===== src/rtl/adder_bit.sv =====
// Single-bit full adder with a combinational sum/carry path and a registered
// stage that keeps its own carry for LSB-first bit-serial addition.
module adder_bit #(
  parameter logic CARRY_INIT = 1'b0
) (
  input  logic clk,
  input  logic rst,
  input  logic a,
  input  logic b,
  input  logic carry_in,
  input  logic serial,
  input  logic en,
  input  logic clr,
  output logic sum,
  output logic carry_out,
  output logic sum_q,
  output logic carry_out_q,
  output logic carry_q
);

  logic       cin_eff;
  logic [1:0] total;

  always_comb begin
    cin_eff = serial ? carry_q : carry_in;
    total   = {1'b0, a} + {1'b0, b} + {1'b0, cin_eff};
  end

  assign sum       = total[0];
  assign carry_out = total[1];

  // clr overrides en for the carry state only; sum_q/carry_out_q still capture.
  always_ff @(posedge clk or posedge rst) begin
    if (rst) begin
      sum_q       <= 1'b0;
      carry_out_q <= 1'b0;
      carry_q     <= CARRY_INIT;
    end else begin
      if (clr)
        carry_q <= CARRY_INIT;
      else if (en)
        carry_q <= carry_out;
      if (en) begin
        sum_q       <= sum;
        carry_out_q <= carry_out;
      end
    end
  end

endmodule


===== config.mk =====
export PLATFORM = sky130hd
export DESIGN_NAME = adder_bit
export DESIGN_NICKNAME = d
export VERILOG_FILES = /design/src/rtl/adder_bit.sv
export SDC_FILE = /design/constraint.sdc
export NUM_CORES = 1
export LEC_CHECK = 0
export CAP_MARGIN = 20
export CORE_AREA = 10 10 47 49
export DETAILED_ROUTE_END_ITERATION = 8
export DIE_AREA = 0 0 57 59
export GPL_ROUTABILITY_DRIVEN = 0
export GPL_TIMING_DRIVEN = 0
export MAX_ROUTING_LAYER = met4
export PLACE_DENSITY_LB_ADDON = 0.25
export SETUP_SLACK_MARGIN = 0.05
export SYNTH_ARGS = -nofsm -noshare
export SYNTH_HDL_FRONTEND = slang
export SYNTH_SLANG_ARGS = --single-unit

===== constraint.sdc =====
create_clock -name clk -period 1.97 [get_ports clk]
set_clock_uncertainty 0.15 [all_clocks]
set_input_delay 0.394 -clock clk [delete_from_list [all_inputs] [get_ports clk]]
set_output_delay 0.394 -clock clk [all_outputs]
set_load 0.05 [all_outputs]

==> impl_metrics.ini <==
[status]
status = complete, but fails checks
violations = negative setup slack

[clock_network]
holdBufCountCts = 0
clk_latency_ns = 0.24
clk_path_buf_depth = 2
root_buffer = clkbuf_4
htree_levels = 1
tritoncts = yes
clkSinkCount = 3
path_clk_slew_ns = 0.04
numCtsBuffers = 3

[sta]
holdWs_ns = 0.1779
final-max-slew-violation-count = 0
hold_viol = 0
rsz0062_at_grt = true
max_clock_freq_ghz = 0.4650
worstMarginPinSlew_ns = 0.5001
setup_ws_ns = -0.1806
maxSlewHeadroom = 0.6679
min_period_ns = 2.151
timing.final.crit_share = 1.092
setup_violations = 1

[synth]
synth_top_area_frac = 0.4918
synth_commonest_cells = dfrtp_1 (3), inv_1 (2)
syn_area_per_cell_sq_um = 12.72
netlist_instances = 12
synthArstFlopShare = 1.000
synth_area_leader_cell = dfrtp_1
ys.flop_type = dfrtp_1
yosysWarnings = 0
synth.distinct_cells = 9
syn_area_sq_um = 152.6
ys_seq_elements = 3
synth_most_common_cell = dfrtp_1
synth_edf_count = 0
yosysSeqAreaShare = 0.4918
synth_nets = 21
yosys-top-cells-area = dfrtp_1 (49%), fa_1 (13%), mux2_4 (9.8%)

[setup_path]
worstSetupStartpointType = input pin
worstPathCellList = dlygate4sd2_1 -> mux2_4 -> fa_2 -> buf_8
required_ns = 1.43
reg2reg_slack_ns = 0.19
cp-end-kind = output pin
crit_buf_inv = 2
critPathMaxFanout = 2
cp.arrival_ns = 1.61
cpMaxStageDelayCell = fa_2
crit_type = input pin to output pin
path_delay_family = adder cells
max_stage_delay_ns = 0.56
crit_start = carry_in
r2r_start = carry_q$_DFFE_PP0P_

[final_layout]
diodes = 0
syn_to_final_growth_pct = 129.5
fillers = 153
fin_util = 0.2500
drive_above_1_share = 0.4194
nets = 41

[floorplanning]
row_count = 14
start_util = 0.1089
die_area_sq_mm = 0.003363
die_y_um = 59
fp.dieW_um = 57
core_sq_mm = 0.001401
io_pins = 13

[routing]
drt_iter0_drc = 1
vias_per_cell = 3.596
firstDrtPassIters = 3
totalWireLength_um = 560
wire_per_inst_um = 11.91
vias = 169
ant_nets = 0
route.detailed.drc = 0

[global_routing]
grt_max_degree = 5
grt_pass1_wl_um = 917
gr-usage-all-layers = 0.04148
grt_overflow = 0
grt_pass1_vias = 207
antenna_found_initial = 0

[power_and_ir_drop]
p_sw_frac = 0.3598
intPower_mw = 0.2021
p_per_area_mw_per_mm2 = 900.8
seqPwrFrac = 0.236
peakVddDrop_v = 0.0003038
switchingPower_mw = 0.1135
power.total_mw = 0.3156
p_leak_nw = 0.1665
pwr-share-clk = 0.353
combPwrFrac = 0.411

[job]
drv_cap = 0

[place]
dp_worst_setup_slack_ns = -1.115
port_buffers = 12

[worst_hold_path]
min_path_type = input pin to asynchronous set/reset pin
path summary, 6_finish.rpt:
check | end | cells past startpoint
max reg2reg | sum_q$_DFFE_PP0P_ | 4
min | carry_out_q$_DFFE_PP0P_ | 2
max | sum | 4
min reg2reg | sum_q$_DFFE_PP0P_ | 1
max in group asynchronous | carry_q$_DFFE_PP0P_ | 2
min in group clk | sum_q$_DFFE_PP0P_ | 1
cells in the final DEF, fill, tap and decap left out:
master	n
nand2b_1	1
buf_4	3
dfrtp_1	2
dfrtp_2	1
nand2_1	1
inv_1	2
clkdlybuf4s50_1	5
mux2_4	2
a21oi_2	1
clkdlybuf4s15_1	1
clkbuf_4	3
buf_8	1
o21ai_0	1
dlygate4sd2_1	4
buf_6	1
clkbuf_1	1
fa_2	1
state kept, by name, summed over array words and instances (netlist names):
| signal | count |
|---|---|
| carry_q | 1 |
| carry_out_q | 1 |
| sum_q | 1 |
per-stage QoR:
stage                     std cells  instance area [sq um]  TNS [ns]
after global placement           40                  300.3    -2.189
after global routing             47                  350.3   -0.2329
after detailed placement         40                  300.3    -2.265
final                            47                  350.3   -0.1806
after floorplan                  12                  160.2  -0.09106
after CTS                        47                  350.3   -0.1880
cell families after synthesis:
logic type,count (synthesis),synth area share
flops,3,0.4918
compound gates,2,0.09014
buf+inv,2,0.04920
mux,2,0.1721
simple gates,2,0.06558
fa+ha+maj,1,0.1312
metal layers:
metal | wire length (um) | global-route usage | vias up
li1 | - | - | 77
met1 | 286 | 0.04442 | 75
met2 | 171 | 0.03876 | 15
met3 | 86 | 0.03433 | 2
met4 | 16 | 0.05034 | 0
met5 | 0 | - | -
power groups by stage:
stage                     sequential [mW]  clock (mW)  combinational, mW
after floorplan                     0.105           0             0.0469
after CTS                          0.0744       0.119              0.130
after detailed placement           0.0755           0              0.120
final                              0.0744       0.111              0.130
after global placement             0.0755           0              0.119
after global routing               0.0753       0.125              0.136
area by class of cell:
type                            count  area (sq um)  area share
Clock buffer                        4         26.28     0.07500
Multi-Input combinational cell      7         76.32      0.2179
Inverter                            2         7.507     0.02143
Tap cell                           16         20.02     0.05714
Timing Repair Buffer               15         143.9      0.4107
Sequential cell                     3         76.32      0.2179
timing repair:
action / in CTS / in global routing
pin swaps: 1 / 0
gates resized for setup: 21 / 0
gates cloned: 0 / 0
endpoints found under the setup margin: 6 / 2
setup buffers: 3 / 0
worst reg2reg max path, cell delays in order, from the launching register on:
cell and delay, ns:
dfrtp_2 0.39, mux2_4 0.26, fa_2 0.45, buf_4 0.15, mux2_4 0.25
Note: power is estimated with default switching activity, not from simulation.
